## config.mk

```make
export PLATFORM = sky130hd
export DESIGN_NAME = gpio_cfg_receiver_flat
export DESIGN_NICKNAME = d
export VERILOG_FILES = /design/src/rtl/gpio_cfg_pkg.sv /design/src/rtl/gpio_cfg_receiver_if.sv /design/src/rtl/gpio_cfg_sync.sv /design/src/rtl/gpio_cfg_receiver.sv /design/src/flat_wrapper.sv
export SDC_FILE = /design/constraint.sdc
export NUM_CORES = 1
export LEC_CHECK = 0
export BUFFER_PORTS_ARGS = -buffer_cell sky130_fd_sc_hd__buf_4
export CORE_MARGIN = 5
export CORE_UTILIZATION = 61
export CTS_CLUSTER_SIZE = 14
export DETAILED_ROUTE_END_ITERATION = 8
export PLACE_DENSITY = 0.85
export SYNTH_ARGS = -nofsm -noshare
export SYNTH_HDL_FRONTEND = slang
export SYNTH_HIERARCHICAL = 1
export SYNTH_SLANG_ARGS = --single-unit
```

## constraint.sdc

```tcl
create_clock -name clk -period 3.82 [get_ports clk]
set_input_delay 0.764 -clock clk [delete_from_list [all_inputs] [get_ports clk]]
set_output_delay 0.764 -clock clk [all_outputs]
set_load 0.01 [all_outputs]
```

## src/rtl/gpio_cfg_pkg.sv

```systemverilog
// Shared definitions for the I/O configuration receiver: word layout, reset value, FSM states.
package gpio_cfg_pkg;

  localparam int CFG_BITS_DEF = 13;

  localparam int OFS_MGMT_EN       = 0;
  localparam int OFS_OUTENB        = 1;
  localparam int OFS_HOLD_OVERRIDE = 2;
  localparam int OFS_INP_DIS       = 3;
  localparam int OFS_IB_MODE_SEL   = 4;
  localparam int OFS_ANALOG_EN     = 5;
  localparam int OFS_ANALOG_SEL    = 6;
  localparam int OFS_ANALOG_POL    = 7;
  localparam int OFS_SLOW_SEL      = 8;
  localparam int OFS_VTRIP_SEL     = 9;
  localparam int OFS_DM            = 10;
  localparam int DM_W              = 3;

  typedef struct packed {
    logic [DM_W-1:0] dm;
    logic            vtrip_sel;
    logic            slow_sel;
    logic            analog_pol;
    logic            analog_sel;
    logic            analog_en;
    logic            ib_mode_sel;
    logic            inp_dis;
    logic            hold_override;
    logic            outenb;
    logic            mgmt_en;
  } gpio_cfg_t;

  // Management-controlled, output driver off, input enabled (13'h1803).
  localparam gpio_cfg_t CFG_INIT_DEF = '{
    dm: 3'b110, vtrip_sel: 1'b0, slow_sel: 1'b0, analog_pol: 1'b0,
    analog_sel: 1'b0, analog_en: 1'b0, ib_mode_sel: 1'b0, inp_dis: 1'b0,
    hold_override: 1'b0, outenb: 1'b1, mgmt_en: 1'b1
  };

  typedef enum logic [1:0] {
    ST_IDLE   = 2'd0,
    ST_SHIFT  = 2'd1,
    ST_COMMIT = 2'd2
  } cfg_state_e;

endpackage

```

## src/rtl/gpio_cfg_receiver_if.sv

```systemverilog
// Loader stream and configuration outputs of the receiver, seen from loader (master) and receiver (slave).
interface gpio_cfg_if #(
  parameter int NUM_PADS = 19,
  parameter int CFG_BITS = gpio_cfg_pkg::CFG_BITS_DEF
);
  logic                         loader_resetn;
  logic                         loader_clock;
  logic                         loader_data;
  logic [NUM_PADS*CFG_BITS-1:0] cfg_out;
  logic                         cfg_commit;
  logic                         busy;
  logic                         frame_err;
  logic                         serial_out;

  modport master (
    output loader_resetn, loader_clock, loader_data,
    input  cfg_out, cfg_commit, busy, frame_err, serial_out
  );

  modport slave (
    input  loader_resetn, loader_clock, loader_data,
    output cfg_out, cfg_commit, busy, frame_err, serial_out
  );
endinterface

```

## src/rtl/gpio_cfg_sync.sv

```systemverilog
// Two-flop synchroniser for one asynchronous loader wire, with rising-edge detect against a third flop.
module gpio_cfg_sync (
  input  logic clk,
  input  logic reset,
  input  logic din,
  output logic dout,
  output logic rise
);
  logic sync_p0, sync_p1, sync_p2;

  always_ff @(posedge clk) begin
    if (reset) begin
      sync_p0 <= 1'b0;
      sync_p1 <= 1'b0;
      sync_p2 <= 1'b0;
    end else begin
      sync_p0 <= din;
      sync_p1 <= sync_p0;
      sync_p2 <= sync_p1;
    end
  end

  assign dout = sync_p1;
  assign rise = sync_p1 & ~sync_p2;
endmodule

```

## src/rtl/gpio_cfg_receiver.sv

```systemverilog
// Serial pad-configuration receiver: shifts the loader stream into a shadow chain and commits whole frames.
// Build option GPIO_CFG_PARITY_EN: one even-parity bit follows each pad word and is checked before commit.
module gpio_cfg_receiver
  import gpio_cfg_pkg::*;
#(
  parameter int                  NUM_PADS = 19,
  parameter int                  CFG_BITS = CFG_BITS_DEF,
  parameter logic [CFG_BITS-1:0] CFG_INIT = CFG_BITS'(CFG_INIT_DEF)
) (
  input  logic       clk,
  input  logic       reset,
  gpio_cfg_if.slave  bus
);

`ifdef GPIO_CFG_PARITY_EN
  localparam int WORD_W = CFG_BITS + 1;
`else
  localparam int WORD_W = CFG_BITS;
`endif
  localparam int                FRAME_BITS = NUM_PADS * WORD_W;
  localparam int                OUT_W      = NUM_PADS * CFG_BITS;
  localparam int                CNT_W      = $clog2(FRAME_BITS + 1);
  localparam logic [CNT_W-1:0]  FRAME_CNT  = CNT_W'(FRAME_BITS);

  logic rstn_s, clk_s, data_s, clk_rise;
  logic rstn_rise_unused, data_rise_unused, clk_level_unused;

  gpio_cfg_sync u_sync_rstn (
    .clk(clk), .reset(reset), .din(bus.loader_resetn), .dout(rstn_s), .rise(rstn_rise_unused)
  );
  gpio_cfg_sync u_sync_clk (
    .clk(clk), .reset(reset), .din(bus.loader_clock), .dout(clk_s), .rise(clk_rise)
  );
  gpio_cfg_sync u_sync_data (
    .clk(clk), .reset(reset), .din(bus.loader_data), .dout(data_s), .rise(data_rise_unused)
  );
  assign clk_level_unused = clk_s;

  cfg_state_e             state_q, state_d;
  logic [CNT_W-1:0]       count_q, count_d;
  logic [FRAME_BITS-1:0]  shadow_q;
  logic [OUT_W-1:0]       cfg_q;
  logic                   commit_q, err_q, serial_q;
  logic                   shift_en, load_en, err_set, err_clr, frame_ok;

  // The last word on the wire lands at the bottom of the chain, so pad k sits at slot k.
  function automatic logic [OUT_W-1:0] frame_words(input logic [FRAME_BITS-1:0] sh);
    frame_words = '0;
    for (int k = 0; k < NUM_PADS; k++)
      frame_words[k*CFG_BITS +: CFG_BITS] = sh[k*WORD_W + WORD_W - 1 -: CFG_BITS];
  endfunction

`ifdef GPIO_CFG_PARITY_EN
  function automatic logic parity_ok(input logic [FRAME_BITS-1:0] sh);
    parity_ok = 1'b1;
    for (int k = 0; k < NUM_PADS; k++)
      if (^sh[k*WORD_W +: WORD_W]) parity_ok = 1'b0;
  endfunction
  assign frame_ok = parity_ok(shadow_q);
`else
  assign frame_ok = 1'b1;
`endif

  always_comb begin
    state_d  = state_q;
    count_d  = count_q;
    shift_en = 1'b0;
    load_en  = 1'b0;
    err_set  = 1'b0;
    err_clr  = 1'b0;
    if (!rstn_s) begin
      state_d = ST_IDLE;
      count_d = '0;
      err_clr = 1'b1;
    end else begin
      case (state_q)
        ST_IDLE: begin
          if (clk_rise) begin
            shift_en = 1'b1;
            count_d  = CNT_W'(1);
            state_d  = ST_SHIFT;
          end
        end
        ST_SHIFT: begin
          // Full frame in the shadow: decide the commit one cycle after the final shift.
          if (count_q == FRAME_CNT) begin
            state_d = ST_COMMIT;
            load_en = frame_ok;
            err_set = !frame_ok;
          end else if (clk_rise) begin
            shift_en = 1'b1;
            count_d  = count_q + 1'b1;
          end
        end
        ST_COMMIT: begin
          count_d = '0;
          state_d = ST_IDLE;
          // A bit arriving now is an overrun but still opens the next frame.
          if (clk_rise) begin
            shift_en = 1'b1;
            err_set  = 1'b1;
            count_d  = CNT_W'(1);
            state_d  = ST_SHIFT;
          end
        end
        default: state_d = ST_IDLE;
      endcase
    end
  end

  always_ff @(posedge clk) begin
    if (reset) begin
      state_q  <= ST_IDLE;
      count_q  <= '0;
      shadow_q <= '0;
      cfg_q    <= {NUM_PADS{CFG_INIT}};
      commit_q <= 1'b0;
      err_q    <= 1'b0;
      serial_q <= 1'b0;
    end else begin
      state_q  <= state_d;
      count_q  <= count_d;
      commit_q <= load_en;
      if (shift_en) begin
        shadow_q <= {shadow_q[FRAME_BITS-2:0], data_s};
        serial_q <= shadow_q[FRAME_BITS-1];
      end
      if (load_en) cfg_q <= frame_words(shadow_q);
      if (err_clr)      err_q <= 1'b0;
      else if (err_set) err_q <= 1'b1;
    end
  end

  assign bus.cfg_out    = cfg_q;
  assign bus.cfg_commit = commit_q;
  assign bus.busy       = (state_q == ST_SHIFT);
  assign bus.frame_err  = err_q;
  assign bus.serial_out = serial_q;

endmodule

```

## src/flat_wrapper.sv

```systemverilog
// flat-port wrapper written by rule: the top's interface ports become plain ports
module gpio_cfg_receiver_flat import gpio_cfg_pkg::*;
#(
  parameter int                  NUM_PADS = 19,
  parameter int                  CFG_BITS = CFG_BITS_DEF,
  parameter logic [CFG_BITS-1:0] CFG_INIT = CFG_BITS'(CFG_INIT_DEF)
)
  (clk, reset, bus_loader_resetn, bus_loader_clock, bus_loader_data, bus_cfg_out, bus_cfg_commit, bus_busy, bus_frame_err, bus_serial_out);
  gpio_cfg_if #(.NUM_PADS(NUM_PADS), .CFG_BITS(CFG_BITS)) bus_i ();
  input  logic clk;
  input  logic reset;
  input wire logic [$bits(bus_i.loader_resetn)-1:0] bus_loader_resetn;
  input wire logic [$bits(bus_i.loader_clock)-1:0] bus_loader_clock;
  input wire logic [$bits(bus_i.loader_data)-1:0] bus_loader_data;
  output wire logic [$bits(bus_i.cfg_out)-1:0] bus_cfg_out;
  output wire logic [$bits(bus_i.cfg_commit)-1:0] bus_cfg_commit;
  output wire logic [$bits(bus_i.busy)-1:0] bus_busy;
  output wire logic [$bits(bus_i.frame_err)-1:0] bus_frame_err;
  output wire logic [$bits(bus_i.serial_out)-1:0] bus_serial_out;
  assign bus_i.loader_resetn = bus_loader_resetn;
  assign bus_i.loader_clock = bus_loader_clock;
  assign bus_i.loader_data = bus_loader_data;
  assign bus_cfg_out = bus_i.cfg_out;
  assign bus_cfg_commit = bus_i.cfg_commit;
  assign bus_busy = bus_i.busy;
  assign bus_frame_err = bus_i.frame_err;
  assign bus_serial_out = bus_i.serial_out;
  gpio_cfg_receiver #(.NUM_PADS(NUM_PADS), .CFG_BITS(CFG_BITS), .CFG_INIT(CFG_INIT)) u_core (.clk(clk), .reset(reset), .bus(bus_i));
endmodule
```

=== Word-level counts from Yosys, hierarchy flattened ===
Index checks and enable logic that the tools add are counted.

* Eq/ne operators: 7
* Bitwise operators: 3
* Mux-type cells: 18
* Reductions and logical operators: 6
* Add/subtract/negate cells: 1

{| class="wikitable"
|+ Operators with widths
! kind !! number
|-
| $mux 8 || 3
|-
| $pmux 8 s3 || 1
|-
| $mux 1 || 10
|-
| $add 8x1->8 const B || 1
|-
| $eq 8x8->1 const B || 1
|-
| $ne 2x1->1 const B || 3
|-
| $pmux 2 s3 || 1
|-
| $mux 2 || 2
|-
| $reduce_and 4->1 || 1
|-
| $reduce_or 2->1 || 2
|-
| $reduce_bool 3->1 || 1
|-
| $eq 2x1->1 const B || 1
|-
| $eq 2x2->1 const B || 1
|-
| $logic_not 2->1 || 1
|-
| $ne 2x2->1 const B || 1
|-
| $not 1->1 || 2
|-
| $pmux 1 s2 || 1
|-
| $reduce_and 2->1 || 1
|-
| $and 1x1->1 || 1
|}

* Bits in registers: 514
* Logic and storage cells: 49
* Input port bits: 5
* Output and inout bits: 251

=== Logic depth before layout (Yosys ltp) ===
Gate-level depths: netlist of run 1.

* Word-level depth: 6
* Depth in mapped cells: 9
* Gate-level depth less buffers: 6

=== By module ===
The synthesis of run 1 kept the hierarchy.

{| class="wikitable"
|+ Modules (own cells, without submodules)
! module !! sequential area each (um^2) !! cells each !! instances !! area each (um^2)
|-
| gpio_cfg_receiver || 10149.7 || 1960 || 1 || 18700.4
|-
| gpio_cfg_sync || 60.1 || 7 || 3 || 87.6
|}

=== Worst setup path after synthesis of run 1 ===
OpenSTA, ideal clock, no wires.

* Kind: reg-to-reg
* From: register u_core.state_q[1]
* To: register u_core.cfg_q[203], in the netlist u_core/bus.cfg_out[203]
* Required time: 3.688 ns
* Stages on the path, launching flop included: 10
* Arrival time: 1.682 ns
* Slack: 2.006 ns
* Period minus slack after synthesis: 1.814 ns
* Library setup time: 0.132 ns
* Path buffers: 3
* Cell sequence: dfxtp_1 -> inv_1 -> ha_1 -> nand2_1 -> or3_1 -> buf_2 -> buf_6 -> buf_2 -> nand2_1 -> a21oi_1

* Cells in the longest elaborated chain, start to end: 3

{| class="wikitable"
|+ Ends and longest elaborated chain
! item !! RTL line !! source
|-
| start: declaration || gpio_cfg_receiver.sv:39 || <nowiki>cfg_state_e state_q, state_d;</nowiki>
|-
| start signal: assignment || gpio_cfg_receiver.sv:121 || <nowiki>state_q <= state_d;</nowiki>
|-
| $eq 2x1->1 || -- ||
|-
| net bus_busy || flat_wrapper.sv:17 || <nowiki>output wire logic [$bits(bus_i.busy)-1:0] bus_busy;</nowiki>
|-
| $mux 1 || gpio_cfg_receiver.sv:76 || <nowiki>case (state_q)</nowiki>
|-
| $mux 1 || gpio_cfg_receiver.sv:71 || <nowiki>if (!rstn_s) begin</nowiki>
|-
| end signal: assignment || gpio_cfg_receiver.sv:116 || <nowiki>cfg_q <= {NUM_PADS{CFG_INIT}};</nowiki>
|-
| end signal: assignment || gpio_cfg_receiver.sv:128 || <nowiki>if (load_en) cfg_q <= frame_words(shadow_q);</nowiki>
|-
| end: declaration || gpio_cfg_receiver.sv:42 || <nowiki>logic [OUT_W-1:0] cfg_q;</nowiki>
|}

The timed path passes the listed nets, and every way through them passes these cells.
A chain may end at the register's enable or synchronous reset.

=== Worst setup path after layout of run 1 ===
* From: register u_core.state_q[1]
* To: register u_core.cfg_q[93], in the netlist u_core/bus.cfg_out[93]

* Cells in the longest elaborated chain, start to end: 3

{| class="wikitable"
|+ Ends and longest elaborated chain
! item !! RTL line
|-
| $eq 2x1->1 || gpio_cfg_receiver.sv:76
|-
| $mux 1 || gpio_cfg_receiver.sv:76
|-
| $mux 1 || gpio_cfg_receiver.sv:71
|}

Every way passes these cells.

==> impl_metrics.csv, run 1 <==
group,metric,value,unit
cts,insertion_delay,0.54,ns
drt,dr.first_iter.drc_count,1008,
setup_path,reg2reg_slack,1.30,ns
timing,finalSetupTns,0,ns
power,p_clk_share,47.3,%
power,power,10.5,mW
setup_path,worst_ep_required_time,4.28,ns
timing,hold_viol,0,
drt,dr.pass1.iters,5,
global_routing,grt.total_usage,22.0,%
floorplan,start_util,61.8,%
drt,wl,39800,um
timing,fin_crit_sh,65.9,%
layout,utilization,73.5,%
setup_path,crit_type,"flip-flop to flip-flop",
yosys,syn-num-nets,1986,
placement,place_congestion,0.809,
power,power_density,466,nW/um^2
global_routing,use_met2,36.9,%
timing,max_clock_freq,397,MHz
cts,hold_buffers,0,
yosys,ys.warnings.count,6,
cts,cts-root-buf,"clkbuf_16",
layout,antenna_cells,0,
global_routing,grt_use_met1,29.7,%
yosys,synthesis.area,18900,um^2
drt,viasPerCell,5.31,
global_routing,grt_max_degree,145,
timing,slew_headroom,37.0,%
setup_path,slowest_stage,"or3_4",
floorplan,die_w,186,um
cts,path_clk_slew,0.06,ns
layout,stdcell_count,2587,
timing,grt_setup_unrepaired,"no",
setup_path,crit_path_start_kind,"flip-flop",
floorplan,ios,256,
placement,dp.cells,2497,
timing,clock_skew,0.0139,ns
drt,drtAntennaViolNets,0,
setup_path,crit_chain,"inv_1 -> ha_1 -> nand2_1 -> or3_4 -> buf_12 -> nand2_1 -> a21oi_1",
setup_path,crit_fanout,101,
power,pwr-share-comb,1.5,%
drt,wl_per_cell,15.4,um
timing,setup_viol,0,
yosys,synth.avg_cell_area,9.57,um^2
floorplan,rows,64,
min_path,hp-class,"input pin to flip-flop",
status,status,"completed",
floorplan,fp.dieArea,34600,um^2
global_routing,antenna_found_initial,0,
placement,port-buffer-count,255,
timing,timing.final.ws_setup,1.30,ns
setup_path,crit_arrival,2.98,ns
power,netSwitchingPower,2.05,mW
timing,fin_crit,2.52,ns
setup_path,critPathMostFrequentCell,"nand2_1",
cts,numCtsBuffers,50,
drt,drc_errors,0,
layout,fillCellCount,2130,
timing,worst_pin_slew,0.945,ns
global_routing,grt_pass1_vias,13239,
power,p_int,8.43,mW
layout,synthToLayoutAreaGrowth,19.0,%
drt,vias,13735,
setup_path,crit_path_end_kind,"flip-flop",
yosys,synthCells,1975,
setup_path,cpLargestDelayFamily,"simple AND/OR/NAND/NOR gates",
cts,htree_levels,2,
global_routing,grt_most_used_layer,"met2",
floorplan,core_area,30600,um^2
timing,maxSlewViolCount,0,
layout,finalNetCount,2164,
power,p_seq_share,51.2,%
layout,drive_gt1_share,15.8,%
floorplan,die_y,186,um
cts,cts_max_path_buffers,3,
power,p_leak,8.37,nW
cts,cts.sinks,514,
global_routing,grt_pass1_wl,64500,um
global_routing,grtUsageMet3,4.59,%
cts,tritoncts,"yes",
power,vdd.ir_drop.worst,0.399,mV
global_routing,grt_remaining_overflow,0,
cts,ctsResizeCount,0,
placement,place_ws,1.41,ns
power,power_switching_share,19.6,%
setup_path,timing.critical_path.buf_inv,2,
cts,post-cts-setup-buffer-count,0,
placement,dp_hpwl,24400,um
run,max_cap_violations,0,
setup_path,slowest_delay,0.64,ns
## worst reg2reg max path: stages (launching register included)
cell	delay [ns]
dfxtp_1	0.39
inv_1	0.10
ha_1	0.28
nand2_1	0.17
or3_4	0.64
buf_12	0.43
nand2_1	0.25
a21oi_1	0.17
## flip-flops by register name (all words and copies together), names as in the netlist
signal / flops
u_core/state_q: 2
u_core/bus.serial_out: 1
u_core/count_q: 8
u_core/u_sync_rstn/dout: 1
u_core/u_sync_data/dout: 1
u_core/bus.cfg_commit: 1
u_core/u_sync_clk/dout: 1
u_core/u_sync_rstn/sync_p0: 1
u_core/u_sync_data/sync_p0: 1
u_core/bus.frame_err: 1
u_core/u_sync_clk/sync_p2: 1
u_core/bus.cfg_out: 247
u_core/shadow_q: 247
u_core/u_sync_clk/sync_p0: 1
## path summary, 6_finish.rpt
| kind | start | endpoint | cells past startpoint |
|---|---|---|---|
| worst max-delay path | u_core/state_q[1]$_SDFFE_PP0P_ | u_core/bus.cfg_out[93]$_SDFFE_PP0P_ | 7 |
| worst min-delay path | bus_loader_clock | u_core/u_sync_clk/sync_p0$_SDFF_PP0_ | 2 |
| worst max register to register | u_core/state_q[1]$_SDFFE_PP0P_ | u_core/bus.cfg_out[93]$_SDFFE_PP0P_ | 7 |
| worst min register to register | u_core/u_sync_clk/sync_p0$_SDFF_PP0_ | u_core/u_sync_clk/dout$_SDFF_PP0_ | 1 |
## layout make-up
class,count,area [um^2],share of cell area [%]
clock buffer,84,1610,7.17
sequential,514,10300,45.8
clock inverter,6,83.8,0.373
tap,396,495,2.20
inverter,5,18.8,0.0835
timing repair buffer,264,2100,9.35
multi-input combinational,1318,7880,35.1
## power by group through the flow
stage | Clock, mW | Combinational (mW) | Sequential [mW]
2_1_floorplan | 0 | 0.131 | 5.48
3_3_place_gp | 0 | 0.155 | 5.48
3_5_place_dp | 0 | 0.156 | 5.48
4_1_cts | 5.05 | 0.157 | 5.36
5_1_grt | 5.26 | 0.168 | 5.36
6_report | 4.96 | 0.157 | 5.36
## metal layers
metal	wire length [um]	up-vias
met5	0	-
met4	561	0
li1	-	6841
met3	2770	47
met2	19100	327
met1	17400	6520
## per-stage QoR
stage,cell area (um^2),hold slack [ns]
2_1_floorplan,18900,0.414
3_3_place_gp,20800,0.423
3_5_place_dp,20800,0.429
4_1_cts,22500,0.413
5_1_grt,22500,0.431
6_report,22500,0.437
## layout by cell type (no fill, tap or decap), drive strengths merged, types with 3 or more instances in the layout
cell / instances
nand2b: 250
nand2: 501
o21ai: 9
ha: 6
nand3: 5
clkinv: 4
nor2b: 11
a31oi: 4
nor2: 5
nand3b: 76
a21oi: 177
mux2i: 248
dfxtp: 514
buf: 264
clkbuf: 84
or3: 3
inv: 5
Power figures use the tool's default switching activity.
==> inputs of run 2 (changes only) <==
Settings changed: CORE_UTILIZATION 61 to 57, PLACE_DENSITY 0.85 to 0.8.
Clock period 3.82 ns to 2.5 ns, I/O delays scaled along.
==> impl_metrics.csv, run 2 (same netlist as run 1, synthesis figures left out) <==
group,metric,value,unit
status,status,"completed",
power,power_density,708,nW/um^2
cts,tritoncts,"yes",
layout,multiInputGateArea,7880,um^2
setup_path,endpoint,"u_core/bus.cfg_out[147]$_SDFFE_PP0P_",
setup_path,crit_type,"flip-flop to flip-flop",
global_routing,grt_pass1_vias,13487,
setup_path,slowest_stage,"or3_4",
floorplan,fp.dieArea,36900,um^2
floorplan,rows,66,
placement,dp_hpwl,25700,um
cts,post-cts-setup-buffer-count,0,
cts,path_clk_slew,0.06,ns
floorplan,core_area,32600,um^2
placement,dp.cells,2558,
timing,worst_pin_slew,0.612,ns
layout,fillCellCount,2485,
power,vdd.ir_drop.worst,0.535,mV
layout,regArea,10300,um^2
timing,grt_setup_unrepaired,"no",
placement,place_congestion,0.772,
floorplan,start_util,57.9,%
setup_path,worst_ep_required_time,2.90,ns
layout,mostFrequentLayoutCells,"514 x dfxtp_1, 501 x nand2_1, 260 x buf_4",
setup_path,crit_path_start_kind,"flip-flop",
cts,ctsResizeCount,0,
global_routing,grt_pass1_wl,65700,um
timing,finalSetupTns,0,ns
run,max_cap_violations,0,
placement,place_ws,0.333,ns
timing,hold_viol,0,
floorplan,die_w,192,um
placement,place_area,21100,um^2
setup_path,crit_fanout,51,
placement,port-buffer-count,255,
timing,timing.final.ws_setup,0.270,ns
power,p_leak,8.50,nW
min_path,hp-class,"input pin to flip-flop",
setup_path,cpLargestDelayFamily,"simple AND/OR/NAND/NOR gates",
drt,drtAntennaViolNets,0,
cts,cts-root-buf,"clkbuf_16",
cts,numCtsBuffers,50,
global_routing,grt.total_usage,21.0,%
setup_path,crit_path_end_kind,"flip-flop",
cts,htree_levels,2,
cts,cts_max_path_buffers,3,
drt,wl_per_cell,15.2,um
power,power,16.1,mW
cts,insertion_delay,0.54,ns
layout,utilization,69.9,%
drt,dr.first_iter.drc_count,707,
setup_path,slowest_delay,0.69,ns
floorplan,die_y,192,um
drt,viasPerCell,5.19,
layout,fin_area,22800,um^2
setup_path,crit_arrival,2.63,ns
setup_path,reg2regPathDepth,6,
layout,stdcell_count,2649,
setup_path,reg2reg_to,"u_core/bus.cfg_out[147]$_SDFFE_PP0P_",
timing,timing.hold.ws,0.169,ns
setup_path,reg2reg_from,"u_core/count_q[0]$_SDFFE_PP0P_",
setup_path,crit_chain,"ha_1 -> nand4b_2 -> or3_4 -> buf_12 -> nand2_1 -> a21oi_1",
setup_path,worst-path-stages,6,
global_routing,grt_remaining_overflow,0,
layout,synthToLayoutAreaGrowth,20.7,%
layout,finalNetCount,2179,
global_routing,grt_max_degree,122,
drt,drc_errors,0,
layout,layout_commonest_cell,"dfxtp_1",
global_routing,antenna_found_initial,0,
timing,slew_headroom,59.2,%
cts,cts.sinks,514,
layout,drive_gt1_share,16.6,%
setup_path,timing.critical_path.buf_inv,1,
timing,fin_crit,2.23,ns
setup_path,crit_start,"u_core/count_q[0]$_SDFFE_PP0P_",
timing,clock_skew,0.0139,ns
timing,maxSlewViolCount,0,
floorplan,ios,256,
drt,dr.pass1.iters,5,
layout,antenna_cells,0,
cts,hold_buffers,0,
timing,setup_viol,0,
drt,wl,40300,um
drt,vias,13750,
timing,max_clock_freq,448,MHz
timing,fin_crit_sh,89.2,%
setup_path,reg2reg_slack,0.27,ns
==> run 2: changes by cell type in the layout (fill, tap and decap cells not counted) <==
cell and delta:
clkbuf_8 -4, clkinvlp_4 +2, buf_12 +9, clkbuf_1 -5, bufinv_16 +2, buf_4 +6, clkinv_2 +6
==> run 2: power breakdown <==
group / total, mW / leakage [nW] / internal (mW) / switching [mW]
clock network: 7.70 / 0.853 / 4.66 / 3.04
registers: 8.20 / 4.14 / 8.19 / 0.00223
logic: 0.246 / 3.50 / 0.116 / 0.130
total: 16.1 / 8.50 / 13.0 / 3.17
==> run 2: area by class of cell <==
type	count	area share (%)
inverter	5	0.0823
multi-input combinational	1318	34.6
clock inverter	16	0.829
sequential	514	45.1
timing repair buffer	279	10.2
tap	442	2.43
clock buffer	75	6.75
==> run 2: routing by layer <==
metal  vias up  GRT usage [%]  part of all wire, %
met5         -              0                    0
met3        60           4.82                  6.7
met1      6479           28.2                   45
li1       6884              -                    -
met2       327           34.5                   47
met4         0           5.54                  2.0
==> run 2: worst min path at each step <==
stage                                          start                                     to  slack, ns  cells past startpoint
3_5_place_dp   u_core/u_sync_data/sync_p0$_SDFF_PP0_     u_core/u_sync_data/dout$_SDFF_PP0_       0.43                      1
2_1_floorplan   u_core/u_sync_clk/sync_p0$_SDFF_PP0_      u_core/u_sync_clk/dout$_SDFF_PP0_       0.41                      1
3_3_place_gp   u_core/u_sync_data/sync_p0$_SDFF_PP0_     u_core/u_sync_data/dout$_SDFF_PP0_       0.42                      1
6_report                            bus_loader_clock   u_core/u_sync_clk/sync_p0$_SDFF_PP0_       0.17                      2
4_1_cts                             bus_loader_clock   u_core/u_sync_clk/sync_p0$_SDFF_PP0_       0.15                      2
5_1_grt                              bus_loader_data  u_core/u_sync_data/sync_p0$_SDFF_PP0_       0.15                      2
